**src/rtl/fall_sequencer.sv**
```systemverilog
// Slot-based game sequencer for the 8x8 dodge game: schedules falling obstacles,
// tracks the player lane, detects collisions and keeps the BCD survival score.
module fall_sequencer #(
  parameter int unsigned N_OBJ     = 5,
  parameter int unsigned SPAWN_GAP = 2,
  parameter logic [7:0]  LFSR_SEED = 8'hA5
) (
  input  logic        CLK,
  input  logic        clear_n,
  input  logic        step_tick,
  input  logic        start,
  input  logic        left,
  input  logic        right,
  output logic [63:0] obst_map,
  output logic [2:0]  player_lane,
  output logic [1:0]  game_state,
  output logic        game_over,
  output logic [7:0]  score_bcd
);

  localparam int unsigned CW = (SPAWN_GAP > 1) ? $clog2(SPAWN_GAP) : 1;
  localparam logic [CW-1:0] GAP_LAST = CW'(SPAWN_GAP - 1);

  typedef enum logic [1:0] {
    IDLE = 2'd0,
    RUN  = 2'd1,
    OVER = 2'd2
  } state_t;

  state_t state, state_next;

  logic [N_OBJ-1:0] act, act_nx;
  logic [2:0]       lane  [N_OBJ];
  logic [2:0]       lane_nx [N_OBJ];
  logic [2:0]       depth [N_OBJ];
  logic [2:0]       depth_nx [N_OBJ];
  logic [2:0]       plane, plane_nx;
  logic [7:0]       score, score_nx;
  logic [7:0]       lfsr, lfsr_nx;
  logic [CW-1:0]    cnt, cnt_nx;
  logic             collide;
  logic             spawn;
  logic             placed;

  function automatic logic [7:0] bcd_inc(input logic [7:0] v);
    if (v == 8'h99)
      return v;
    if (v[3:0] == 4'd9)
      return {v[7:4] + 4'd1, 4'd0};
    return {v[7:4], v[3:0] + 4'd1};
  endfunction

  // Collision looks only at registered state; depth >= 6 means depth[2:1] == 2'b11.
  always_comb begin
    collide = 1'b0;
    for (int unsigned i = 0; i < N_OBJ; i++) begin
      if (act[i] && (lane[i] == plane) && (depth[i][2:1] == 2'b11))
        collide = 1'b1;
    end
  end

  always_ff @(posedge CLK or negedge clear_n) begin
    if (!clear_n)
      state <= IDLE;
    else
      state <= state_next;
  end

  always_comb begin
    state_next = state;
    case (state)
      IDLE:    if (start) state_next = RUN;
      RUN:     if (collide) state_next = OVER;
      OVER:    if (start) state_next = IDLE;
      default: state_next = IDLE;
    endcase
  end

  always_comb begin
    obst_map = '0;
    for (int unsigned i = 0; i < N_OBJ; i++) begin
      if (act[i])
        obst_map[{lane[i], depth[i]}] = 1'b1;
    end
    game_state  = state;
    game_over   = (state == OVER);
    player_lane = plane;
    score_bcd   = score;
  end

  always_comb begin
    act_nx   = act;
    lane_nx  = lane;
    depth_nx = depth;
    plane_nx = plane;
    score_nx = score;
    lfsr_nx  = lfsr;
    cnt_nx   = cnt;
    spawn    = 1'b0;
    placed   = 1'b0;
    // Leaving OVER clears the playfield on the same edge so IDLE never shows stale objects.
    if ((state == IDLE) || ((state == OVER) && start)) begin
      act_nx = '0;
      for (int unsigned i = 0; i < N_OBJ; i++) begin
        lane_nx[i]  = '0;
        depth_nx[i] = '0;
      end
      plane_nx = 3'd3;
      score_nx = '0;
      lfsr_nx  = LFSR_SEED;
      cnt_nx   = ((state == IDLE) && start) ? GAP_LAST : '0;
    end else if (state == RUN) begin
      if (step_tick) begin
        for (int unsigned i = 0; i < N_OBJ; i++) begin
          if (act[i]) begin
            if (depth[i] == 3'd7) begin
              act_nx[i] = 1'b0;
              score_nx  = bcd_inc(score_nx);
            end else begin
              depth_nx[i] = depth[i] + 3'd1;
            end
          end
        end
        spawn  = (cnt == GAP_LAST);
        cnt_nx = spawn ? '0 : cnt + CW'(1);
        // A slot freed by this tick's exit is eligible for this tick's spawn.
        if (spawn) begin
          for (int unsigned i = 0; i < N_OBJ; i++) begin
            if (!placed && !act_nx[i]) begin
              act_nx[i]   = 1'b1;
              lane_nx[i]  = lfsr[2:0];
              depth_nx[i] = '0;
              placed      = 1'b1;
            end
          end
        end
        lfsr_nx = {lfsr[6:0], lfsr[7] ^ lfsr[5] ^ lfsr[4] ^ lfsr[3]};
      end
      if (left && !right && (plane != 3'd0))
        plane_nx = plane - 3'd1;
      else if (right && !left && (plane != 3'd7))
        plane_nx = plane + 3'd1;
    end
  end

  always_ff @(posedge CLK or negedge clear_n) begin
    if (!clear_n) begin
      act <= '0;
      for (int unsigned i = 0; i < N_OBJ; i++) begin
        lane[i]  <= '0;
        depth[i] <= '0;
      end
      plane <= 3'd3;
      score <= '0;
      lfsr  <= LFSR_SEED;
      cnt   <= '0;
    end else begin
      act   <= act_nx;
      lane  <= lane_nx;
      depth <= depth_nx;
      plane <= plane_nx;
      score <= score_nx;
      lfsr  <= lfsr_nx;
      cnt   <= cnt_nx;
    end
  end

endmodule

```
**config.mk**
```make
export PLATFORM = sky130hd
export DESIGN_NAME = fall_sequencer
export DESIGN_NICKNAME = d
export VERILOG_FILES = /design/src/rtl/fall_sequencer.sv
export SDC_FILE = /design/constraint.sdc
export NUM_CORES = 1
export LEC_CHECK = 0
export BUFFER_PORTS_ARGS = -buffer_cell sky130_fd_sc_hd__buf_2
export CAP_MARGIN = 10
export CELL_PAD_IN_SITES_DETAIL_PLACEMENT = 1
export CELL_PAD_IN_SITES_GLOBAL_PLACEMENT = 1
export CORE_MARGIN = 2
export CORE_UTILIZATION = 24
export DETAILED_ROUTE_END_ITERATION = 6
export PLACE_DENSITY_LB_ADDON = 0.1
export SKIP_CTS_REPAIR_TIMING = 1
export SLEW_MARGIN = 20
export SYNTH_ARGS = -nofsm -noshare
export SYNTH_HDL_FRONTEND = slang
export SYNTH_SLANG_ARGS = --single-unit
```
**constraint.sdc**
```tcl
create_clock -name CLK -period 7.8 [get_ports CLK]
set_input_delay 0.39 -clock CLK [delete_from_list [all_inputs] [get_ports CLK]]
set_output_delay 0.39 -clock CLK [all_outputs]
set_load 0.005 [all_outputs]
```
Word level (Yosys, flattened, before mapping)
Index checks and enable logic that the tools add are counted.

Register bits: 57. Latch bits: 0. RAM bits: 0. ROM bits: 0. Bits of input ports: 6. Output and inout bits: 78. Word-level logic and storage cells: 364. Memories kept: 0.

Add/sub/neg operators: 18. Multiply operators: 0. Div/mod/pow operators: 0. Magnitude comparators: 10. Equal/unequal tests: 32. Shift operators: 0. Mux-type cells: 227. Bitwise gates (word level): 7. Reductions and logical operators: 54.

Operator list (number): 8-bit 2-to-1 mux (48); 64-bit 2-to-1 mux (5); 64-bit OR (4); 1-bit 2-to-1 mux (129); 15-bit 2-to-1 mux (8); 3-bit 2-to-1 mux (24); 4-bit by 1-bit adder with 4-bit output, second input constant (10); 8-bit equality test, second input constant (5); 6-bit by 7-bit < comparator with 1-bit output, second input constant (5); 1-bit demux with 6-bit select (5); 6-bit by 1-bit greater-or-equal comparator with 1-bit output, second input constant (5); 1-bit logical AND (25); 4-bit equality test, second input constant (5); 5-bit 2-to-1 mux (4); 4-bit AND reduction (5); 3-bit by 1-bit adder with 3-bit output, second input constant (6); 3-bit equality test (5); 3-bit equality test, second input constant (5); 2-bit nonzero test (7); 2-bit equality test, second input constant (6); 1-bit logical NOT (10); 2-bit != test, second input constant (4); 2-bit 2-to-1 mux (3); 2-bit case mux with 3 select lines (1); 10 further kinds (14).

Logic depth before layout (Yosys ltp)
Gate-level depths: netlist of the first run.

Depth after elaboration: 100. Mapped depth: 30. Mapped depth without buffers: 30.

Worst setup path before layout of the first run
No wires, ideal clock.

Path type: register to register. From: register score[1] (netlist: score_bcd[1]). To: register score[5] (netlist: score_bcd[5]). Setup time: 0.083 ns. Data arrival time: 6.216 ns. Required time: 7.717 ns. Slack: 1.501 ns. Cell stages (with the launch flop): 30. Buffers on the path: 0. Period minus slack after synthesis: 6.299 ns. Cell sequence: dfrtp_1 > inv_1 > ha_1 > nand3b_1 > nor3_2 > mux2i_1 > inv_1 > ha_1 > and2_1 > mux2_4 > a211oi_2 > mux2_2 > inv_1 > ha_1 > nand3_2 > o2111ai_1 > xnor2_1 > ha_1 > nand3_1 > a21oi_1 > a22o_1 > o2111a_1 > nor2_1 > nor2_1 > ha_1 > and2_1 > o31ai_4 > a311oi_2 > mux2_1 > o22ai_1.

Word-level cells in the longest chain between the ends: 75. Elaborated cells between the ends (all ways): 128. Classes of those cells: add/sub (8); eq/ne (10); mux (110).

Ends and longest elaborated chain: from (decl) (RTL line 38) `logic [7:0] score, score_nx;`; from (signal assigned) (RTL line 162) `score <= score_nx;`; 4-bit equality test (RTL line 48) `if (v[3:0] == 4'd9)`; 1-bit 2-to-1 mux (2 in a row) (RTL line 48); 1-bit 2-to-1 mux (RTL line 116) `if (depth[i] == 3'd7) begin`; 1-bit 2-to-1 mux (RTL line 115) `if (act[i]) begin`; 1-bit 2-to-1 mux (RTL line 113) `if (step_tick) begin`; 1-bit 2-to-1 mux (RTL line 112) `end else if (state == RUN) begin`; 1-bit 2-to-1 mux (RTL line 102) `if ((state == IDLE) || ((state == OVER) && start)) begin`; 8-bit 2-to-1 mux (RTL line 50) `return {v[7:4], v[3:0] + 4'd1};`; (+58 left out); 1-bit 2-to-1 mux (RTL line 102); 8-bit 2-to-1 mux (RTL line 50); 8-bit 2-to-1 mux (RTL line 48); 8-bit 2-to-1 mux (RTL line 116); 8-bit 2-to-1 mux * (RTL line 115); 8-bit 2-to-1 mux * (RTL line 113); 8-bit 2-to-1 mux * (RTL line 112); 8-bit 2-to-1 mux * (RTL line 102).

Mark *: on every way between the ends. The rest lies on a longest branch, timed or not. The select of a mux whose other input is x is not followed. A chain may end at the register's enable or synchronous reset.

Worst setup path in the final report of the first run
From: register depth[13] in the netlist's numbering. To: register score[5] (netlist: score_bcd[5]).

Word-level cells in the longest chain between the ends: 66. Elaborated cells between the ends (all ways): 109. Classes of those cells: add/sub (7); eq/ne (9); mux (93).

Ends and longest elaborated chain: from (decl) (RTL line 35) `logic [2:0] depth [N_OBJ];`; from (signal assigned) (RTL line 160) `depth <= depth_nx;`; 3-bit equality test * (RTL line 116); 8-bit 2-to-1 mux * (RTL line 116); 8-bit 2-to-1 mux * (RTL line 115); 8-bit 2-to-1 mux * (RTL line 113); 8-bit 2-to-1 mux * (RTL line 112); 8-bit 2-to-1 mux * (RTL line 102); 4-bit equality test (RTL line 48); 1-bit 2-to-1 mux (2 in a row) (RTL line 48); (+49 left out); 1-bit 2-to-1 mux (RTL line 102); 8-bit 2-to-1 mux (RTL line 50); 8-bit 2-to-1 mux (RTL line 48); 8-bit 2-to-1 mux (RTL line 116); 8-bit 2-to-1 mux * (RTL line 115); 8-bit 2-to-1 mux * (RTL line 113); 8-bit 2-to-1 mux * (RTL line 112); 8-bit 2-to-1 mux * (RTL line 102).

Marked as above.

==> flow_summary.toml, run 1 <==
[route]
post_drt_via_cell_ratio = 5.73
wl_per_cell_um = 23.5
drc = 0
routed_wirelength_um = 32700
drtIter0Drc = 727
dr.pass1.iters = 5
postRouteAntennaNets = 0
route.vias.total = 7987

[grt]
grt_pass1_wl_um = 49700
grt_max_degree = 58
antenna_found_initial = 0
grt_pass1_vias = 7765
grt_overflow_total = 0
gr-usage-all-layers_pct = 21.3

[setup_path]
slowest_delay_ns = 0.54
criticalPathCategory = "reg2reg"
worst-path-max-fanout = 11
crit_top_cell = "ha_1"
end_kind = "flip-flop"
crit_slowest_cell = "dfrtp_1"
crit_arrival_ns = 7.34
start_kind = "flip-flop"
r2r_slack_ns = 0.70
cp.required_ns = 8.04

[cts]
htree_num_levels = 3
cts_max_path_buffers = 2
cts.sink_count = 57
numCtsBuffers = 9
cts_tree = "done"
path_clk_slew_ns = 0.06
root_buffer = "clkbuf_16"
clock_latency_ns = 0.33

[pwr]
peakVddDrop_mv = 0.139
comb_power_share_pct = 50.8
power_switching_uw = 1300
swShare_pct = 54.7
p_per_area_nw_per_um2 = 298
clockPowerShare_pct = 16.8
p_leak_uw = 0.00308
seqPwrFrac_pct = 32.4
intPower_uw = 1070

[synth]
mappedNetlistNets = 995
synthFlopType = "dfrtp_1"
synth_cell_types = 82
synth-async-reset-ratio_pct = 100
synth_area_sq_um = 6930
syn_inst = 967
synth_edf_count = 0
ys_warn_count = 0
avgSynthCellArea_sq_um = 7.17
seq_area_frac_synth_pct = 20.7
ys_ff_latch = 57

[sta]
min_period_ns = 7.10
slew_viol_final = 0
worst_slack_ns = 0.701
max_freq_ghz = 0.141
relSlewSlack_pct = 34.9
fin_setup_tns_ns = 0
worstMarginPinSlew_ns = 0.970
fin_crit_sh_pct = 91.0
skew_ns = 0.00713
setup_viol_count_final = 0
rsz0062_at_grt = "false"
hold_viol = 0
hold_ws_ns = 0.195

[finish]
nets = 1032
drive_gt1_share_pct = 15.4
fin_area_sq_um = 7960
diodes = 0
final.fill_count = 3575
final_core_util_pct = 27.9
synthToLayoutAreaGrowth_pct = 14.8

[floorplanning]
coreArea_sq_um = 28500
initial_core_util_pct = 24.3
die_w_um = 174
std_cell_rows = 62
die_area_sq_um = 30200
die_h_um = 174
pin_count = 84

[placement]
hpwlAfterDp_um = 25700
place_ws_ns = 0.466
routabilityCongestion = 0.907
io_buffers = 83
placedInstanceArea_sq_um = 7630

[run]
drv_cap = 0

[outcome]
status = "finished, final reports clean"

[min_path]
hp-class = "in2async"
-- sequential cells by signal, indices dropped and copies added, names as in the netlist --
signal and flops:
depth 15, act 5, cnt 1, player_lane 3, lfsr 8, game_state 2, lane 15, score_bcd 8
-- critical path: cells and delay by family (launching register included) --
family | cells | cell delay, ns
AND/OR/NAND/NOR | 8 | 1.47
buffers and inverters | 3 | 0.35
XOR/XNOR | 1 | 0.25
flip-flops | 1 | 0.54
AO/OA/AOI/OAI | 8 | 1.77
multiplexers | 4 | 1.39
adder cells (fa/ha/maj) | 5 | 1.26
-- synthesized netlist by cell type (all sizes together) (3+ instances only) --
cell type  count  area, sq um
a22o           4         35.0
mux2           7         82.6
o31ai          5         51.3
a31oi          7         43.8
nor2b         20          125
xor2          18          158
ha            21          263
nand3         58          300
and3           9         56.3
nor4b          4         47.6
and3b          3         26.3
o22a           3         26.3
dfstp          6          158
a211oi         5         42.5
nor4          14          106
o22ai         90          576
a22oi          7         52.6
nand2b         9         56.3
nor3          17          113
or3b           3         26.3
o311ai         3         26.3
o211ai        10         88.8
xnor2         15          131
o21a           4         30.0
a21o           8         60.1
a21oi         40          204
buf            8         38.8
nand2         98          368
nand3b        18          135
or3           12         75.1
or2            4         25.0
nor2         144          541
nand4b         7         61.3
dfrtp         51         1280
o221ai        25          219
nand4         15         93.8
mux2i         23          255
inv           23         86.3
o21ai         51          255
nor3b          5         37.5
and2           7         43.8
clkbuf        57          214
-- cells by family (layout without fill, tap and decap cells) --
logic type	count (synthesis)	in the layout	share of synthesized area (%)
AOI/OAI and AO/OA	286	286	28.4
xor gates and xnor gates	33	33	4.17
adders and majority gates	22	22	4.08
buffers and inverters	88	130	4.89
DFF	57	57	20.7
muxes	30	30	4.88
and+or+nand+nor	451	451	32.8
-- per-stage QoR --
stage / power, uW / cells
after floorplan: 1590 / 967
after global placement: 1960 / 1377
after detailed placement: 1950 / 1377
after CTS: 2360 / 1393
after global routing: 2550 / 1393
final: 2370 / 1393
-- cell usage in the layout (no fill, tap or decap), types with 9 or more instances in the layout --
master,synthesis,layout
a21oi_1,39,39
and3_1,9,9
buf_2,4,83
clkbuf_16,0,9
dfrtp_1,51,50
ha_1,21,20
inv_1,21,21
mux2i_1,21,20
nand2_1,98,98
nand2b_1,9,9
nand3_1,56,56
nand3b_1,18,18
nand4_1,15,15
nor2_1,144,144
nor2b_1,20,19
nor3_1,14,14
nor4_1,11,11
o211ai_1,9,9
o21ai_0,49,49
o221ai_1,25,25
o22ai_1,88,88
or3_1,12,12
xnor2_1,15,15
xor2_1,18,18
-- worst paths after layout --
check / to / start / cells after the start
setup / recovery: score_bcd[5] / depth[13] / 29
hold / removal: lane[3] / clear_n / 2
setup reg to reg: score_bcd[5] / depth[13] / 29
hold reg to reg: lfsr[6] / lfsr[6] / 1
max in group asynchronous: depth[12] / clear_n / 2
min in group CLK: game_state[0] / start / 3
-- final cells by class --
| cell class | count | area, sq um | area share [%] |
|---|---|---|---|
| inverters | 23 | 86.3 | 1.08 |
| multi-input cells | 822 | 5180 | 65.1 |
| repair buffers | 91 | 475 | 5.97 |
| clock buffers | 10 | 229 | 2.88 |
| flip-flops and latches | 57 | 1440 | 18.0 |
| well taps | 384 | 480 | 6.04 |
| clock inverters | 6 | 67.6 | 0.849 |
-- power by group through the flow --
stage          clock network, uW  logic, uW  registers (uW)
2_1_floorplan                  0       1090             504
3_3_place_gp                   0       1190             769
3_5_place_dp                   0       1180             770
4_1_cts                      410       1180             764
5_1_grt                      425       1320             804
6_report                     397       1200             768
-- metal layers --
layer / vias up / GRT usage, % / share of wire (%)
met5: - / 0 / 0
met2: 282 / 30.8 / 42
met1: 3983 / 32.3 / 50
met3: 32 / 5.05 / 7.3
met4: 0 / 3.36 / 1.2
li1: 3690 / - / -
Power figures use the tool's default switching activity.
==> run 2: changes to the inputs <==
ABC_AREA = 1   (was default)
GPL_TIMING_DRIVEN = 1   (was default)
==> flow_summary.toml, run 2 <==
[cts]
numCtsBuffers = 9
htree_num_levels = 3
root_buffer = "clkbuf_16"
cts_max_path_buffers = 2
cts_tree = "done"
clock_latency_ns = 0.34
cts.sink_count = 57
path_clk_slew_ns = 0.06

[placement]
routabilityCongestion = 0.929
hpwlAfterDp_um = 26800
place_ws_ns = 2.92
io_buffers = 83

[route]
drc = 0
routed_wirelength_um = 32800
route.vias.total = 8222
wl_per_cell_um = 21.3
drtIter0Drc = 627
dr.pass1.iters = 5
postRouteAntennaNets = 0
post_drt_via_cell_ratio = 5.34

[sta]
relSlewSlack_pct = 24.1
min_period_ns = 4.85
setup_viol_count_final = 0
worst_slack_ns = 2.95
worstMarginPinSlew_ns = 1.13
rsz0062_at_grt = "false"
skew_ns = 0.00444
fin_setup_tns_ns = 0
hold_viol = 0
max_freq_ghz = 0.206
fin_crit_sh_pct = 62.2
slew_viol_final = 0

[floorplanning]
initial_core_util_pct = 24.3
die_area_sq_um = 30300
pin_count = 84
coreArea_sq_um = 28500
die_w_um = 174
die_h_um = 174
std_cell_rows = 62

[synth]
synth.largest_area_cell = "dfrtp_1"
synth_top_cell_area_share_pct = 18.4
synth_edf_count = 0
synth_cell_types = 56
avgSynthCellArea_sq_um = 6.49
syn_inst = 1069
mappedNetlistNets = 1097
synth_top_family_by_area = "simple AND/OR/NAND/NOR gates"
synthMuxAreaShare_pct = 0
synth_area_leaders = "dfrtp_1 18%, nand2_1 11%, inv_1 8.6%"
synth_fa_ha_area_share_pct = 4.08
synth_most_common_cell = "nand2_1"
synth-xor-area-share_pct = 2.91
ys_warn_count = 0
synthFlopType = "dfrtp_1"
synth_common_cells = "206 x nand2_1, 159 x inv_1, 93 x nor2_1"
synthSimpleGateAreaFrac_pct = 36.9
ys_ff_latch = 57
synth_area_sq_um = 6930
synth-async-reset-ratio_pct = 100
synth_compound_area_share_pct = 24.4
seq_area_frac_synth_pct = 20.7

[setup_path]
slowest_delay_ns = 0.50
worst-path-max-fanout = 7
crit_top_cell = "nand2_1"
criticalPathCategory = "reg2reg"
crit_slowest_cell = "dfrtp_1"
end_kind = "flip-flop"
start_kind = "flip-flop"
crit_start = "score_bcd[0]"
critPathTopFamily = "simple AND/OR/NAND/NOR gates"
rr_startpoint = "score_bcd[0]"
cp.required_ns = 8.02
crit_arrival_ns = 5.07
crit_buf_inv = 4

[finish]
top_regs = "depth: 15 flops, lane: 15 flops"
final_cell_mix = "206 x nand2_1, 159 x inv_1, 93 x nor2_1, 83 x buf_2, 75 x nor3_1"
layout.cells.most_common = "nand2_1"
drive_gt1_share_pct = 17.3
multi_input_area_sq_um = 4750
diodes = 0
ff_latch_area_sq_um = 1430
synthToLayoutAreaGrowth_pct = 17.4
final.fill_count = 3686
nets = 1178

[grt]
grt_pass1_wl_um = 51100
grt_overflow_total = 0
grt_pass1_vias = 8350
grt_max_degree = 58
gr-usage-all-layers_pct = 21.7
antenna_found_initial = 0

[run]
drv_cap = 0

[outcome]
status = "finished, final reports clean"

[pwr]
peakVddDrop_mv = 0.184
p_leak_uw = 0.00346
p_per_area_nw_per_um2 = 216

[min_path]
hp-class = "in2async"
==> run 2: path summary, 6_finish.rpt <==
path	depth (start not counted)	end	slack (ns)
setup / recovery	33	score_bcd[5]	2.95
hold / removal	2	lane[1]	0.22
setup reg to reg	33	score_bcd[5]	2.95
hold reg to reg	2	lfsr[7]	0.50
max in group asynchronous	2	depth[1]	7.01
min in group CLK	3	game_state[0]	0.38
==> run 2: final cells by class <==
class,count,share of cell area (%)
Clock buffer,10,2.94
Inverter,170,7.90
Multi-Input combinational cell,814,58.3
Timing Repair Buffer,98,6.49
Sequential cell,57,17.6
Clock inverter,6,0.815
Tap cell,384,5.90
==> run 2: logic make-up after synthesis <==
family          count (synthesis)
simple gates                  526
compound gates                243
fa+ha+maj                      22
flops                          57
buf+inv                       198
xor+xnor                       23
==> run 2: metrics by stage <==
step / power [uW] / hold slack (ns) / cells / utilization [%] / cell area, sq um
6_report: 1750 / 0.217 / 1539 / 28.5 / 8140
3_5_place_dp: 1340 / 0.490 / 1523 / 27.4 / 7840
5_1_grt: 1880 / 0.285 / 1539 / 28.5 / 8140
4_1_cts: 1760 / 0.265 / 1539 / 28.5 / 8140
3_3_place_gp: 1330 / 0.480 / 1523 / 27.4 / 7830
2_1_floorplan: 1000 / 0.0944 / 1069 / - / 6930
==> run 2: layer usage <==
metal	global-route usage [%]	up-vias	part of all wire (%)
li1	-	3891	-
met1	31.1	4029	48
met2	33.7	262	44
met3	3.39	40	5.4
met4	5.95	0	2.3
met5	0	-	0
==> run 2: report_power, final <==
group          internal (uW)  total, uW  switching [uW]
sequential               382        525             144
clock                    256        410             154
combinational            211        820             609
==> run 2: worst register-to-register path, delay by kind of cell, from the launching register on <==
kind,cells,cell delay (ns)
xor gates and xnor gates,1,0.20
buffers and inverters,4,0.35
and+or+nand+nor,22,2.54
DFF,1,0.50
AOI/OAI and AO/OA,1,0.12
adders and majority gates,5,1.03
==> run 3: changes to the inputs <==
ABC_AREA = 0   (was 1)
clock period = 4.7 ns   (was 7.8 ns; I/O delays follow)
==> flow_summary.toml, run 3 (synthesized netlist as in run 1, its figures left out) <==
[outcome]
status = "finished, violations left"
violations = "negative setup slack"

[setup_path]
worst-path-max-fanout = 4
rr_startpoint = "score_bcd[4]"
criticalPathCategory = "reg2reg"
cp.required_ns = 4.96
crit_slowest_cell = "dfrtp_1"
crit_arrival_ns = 5.96
crit_buf_inv = 2
slowest_delay_ns = 0.41
crit_start = "score_bcd[4]"
critPathTopFamily = "multiplexers"
end_kind = "flip-flop"
start_kind = "flip-flop"

[sta]
worst_slack_ns = -0.998
worstMarginPinSlew_ns = 1.13
setup_viol_count_final = 8
skew_ns = 0.00628
rsz0062_at_grt = "true"
min_period_ns = 5.70
slew_viol_final = 0
hold_viol = 0
relSlewSlack_pct = 24.4
fin_crit_sh_pct = 121
fin_setup_tns_ns = -7.09
max_freq_ghz = 0.175

[cts]
numCtsBuffers = 9
root_buffer = "clkbuf_16"
path_clk_slew_ns = 0.05
cts_tree = "done"
htree_num_levels = 3
clock_latency_ns = 0.34
cts_max_path_buffers = 2
cts.sink_count = 57

[grt]
grt_overflow_total = 0
grt_pass1_wl_um = 52900
grt_max_degree = 58
gr-usage-all-layers_pct = 22.5
antenna_found_initial = 0
grt_pass1_vias = 8416

[floorplanning]
die_w_um = 174
coreArea_sq_um = 28500
pin_count = 84
die_h_um = 174
die_area_sq_um = 30200
initial_core_util_pct = 24.3
std_cell_rows = 62

[route]
post_drt_via_cell_ratio = 5.57
routed_wirelength_um = 34700
postRouteAntennaNets = 0
dr.pass1.iters = 5
wl_per_cell_um = 22.9
drtIter0Drc = 467
drc = 0
route.vias.total = 8432

[run]
drv_cap = 0

[finish]
diodes = 0
synthToLayoutAreaGrowth_pct = 31.1
nets = 1152
top_regs = "depth: 15 flops, lane: 15 flops"
drive_gt1_share_pct = 27.2
layout.cells.most_common = "nor2_1"
layoutNonFillerInstCount = 1513
final.fill_count = 3547
final_cell_mix = "141 x nor2_1, 125 x buf_4, 97 x nand2_1, 87 x o22ai_1, 83 x buf_2"

[placement]
hpwlAfterDp_um = 27100
io_buffers = 83
place_ws_ns = -0.976
dp_cells = 1487
routabilityCongestion = 0.916

[pwr]
peakVddDrop_mv = 0.242
p_per_area_nw_per_um2 = 475
p_leak_uw = 0.00373

[min_path]
hp-class = "in2async"
run 3: changes by cell type in the layout (fill, tap and decap cells not counted), moves of 48 or more:
cell,change
nor2_1,+48
buf_4,+110
nor3_1,-61
o22ai_1,+57
nand2_1,-109
inv_1,-141
run 3: final timing paths:
path,to,slack [ns],cells past startpoint
setup / recovery,score_bcd[5],-1.0,26
hold / removal,score_bcd[4],0.06,2
setup reg to reg,score_bcd[5],-1.0,26
hold reg to reg,lfsr[6],0.51,1
max in group asynchronous,game_state[0],4.11,2
min in group CLK,game_state[0],0.19,3
run 3: layout make-up:
| class | instances | area (sq um) | area share, % |
|---|---|---|---|
| Timing Repair Buffer | 211 | 1390 | 15.3 |
| Clock inverter | 7 | 70.1 | 0.771 |
| Clock buffer | 9 | 225 | 2.48 |
| Multi-Input combinational cell | 822 | 5400 | 59.4 |
| Inverter | 23 | 91.3 | 1.01 |
| Sequential cell | 57 | 1430 | 15.8 |
| Tap cell | 384 | 480 | 5.29 |
run 3: power breakdown:
group          internal [uW]  switching, uW
Clock                    409            249
Sequential               701            441
Combinational            883           1630
Total                   1990           2320
run 3: stage by stage:
stage	util [%]	instance area (sq um)	total power, uW	hold WS, ns
2_1_floorplan	-	7030	2650	-0.0606
3_3_place_gp	30.0	8570	3620	0.455
3_5_place_dp	30.0	8570	3630	0.450
4_1_cts	31.1	8860	4310	0.0893
5_1_grt	31.8	9090	4610	0.136
6_report	31.8	9090	4320	0.0615
run 3: routing by layer:
layer  track usage [%]  wire length [um]  up-vias
li1                  -                 -     3945
met1              29.0             15300     4143
met2              39.0             16700      269
met3              2.27              1350       75
met4              8.37              1300        0
met5                 0                 0        -
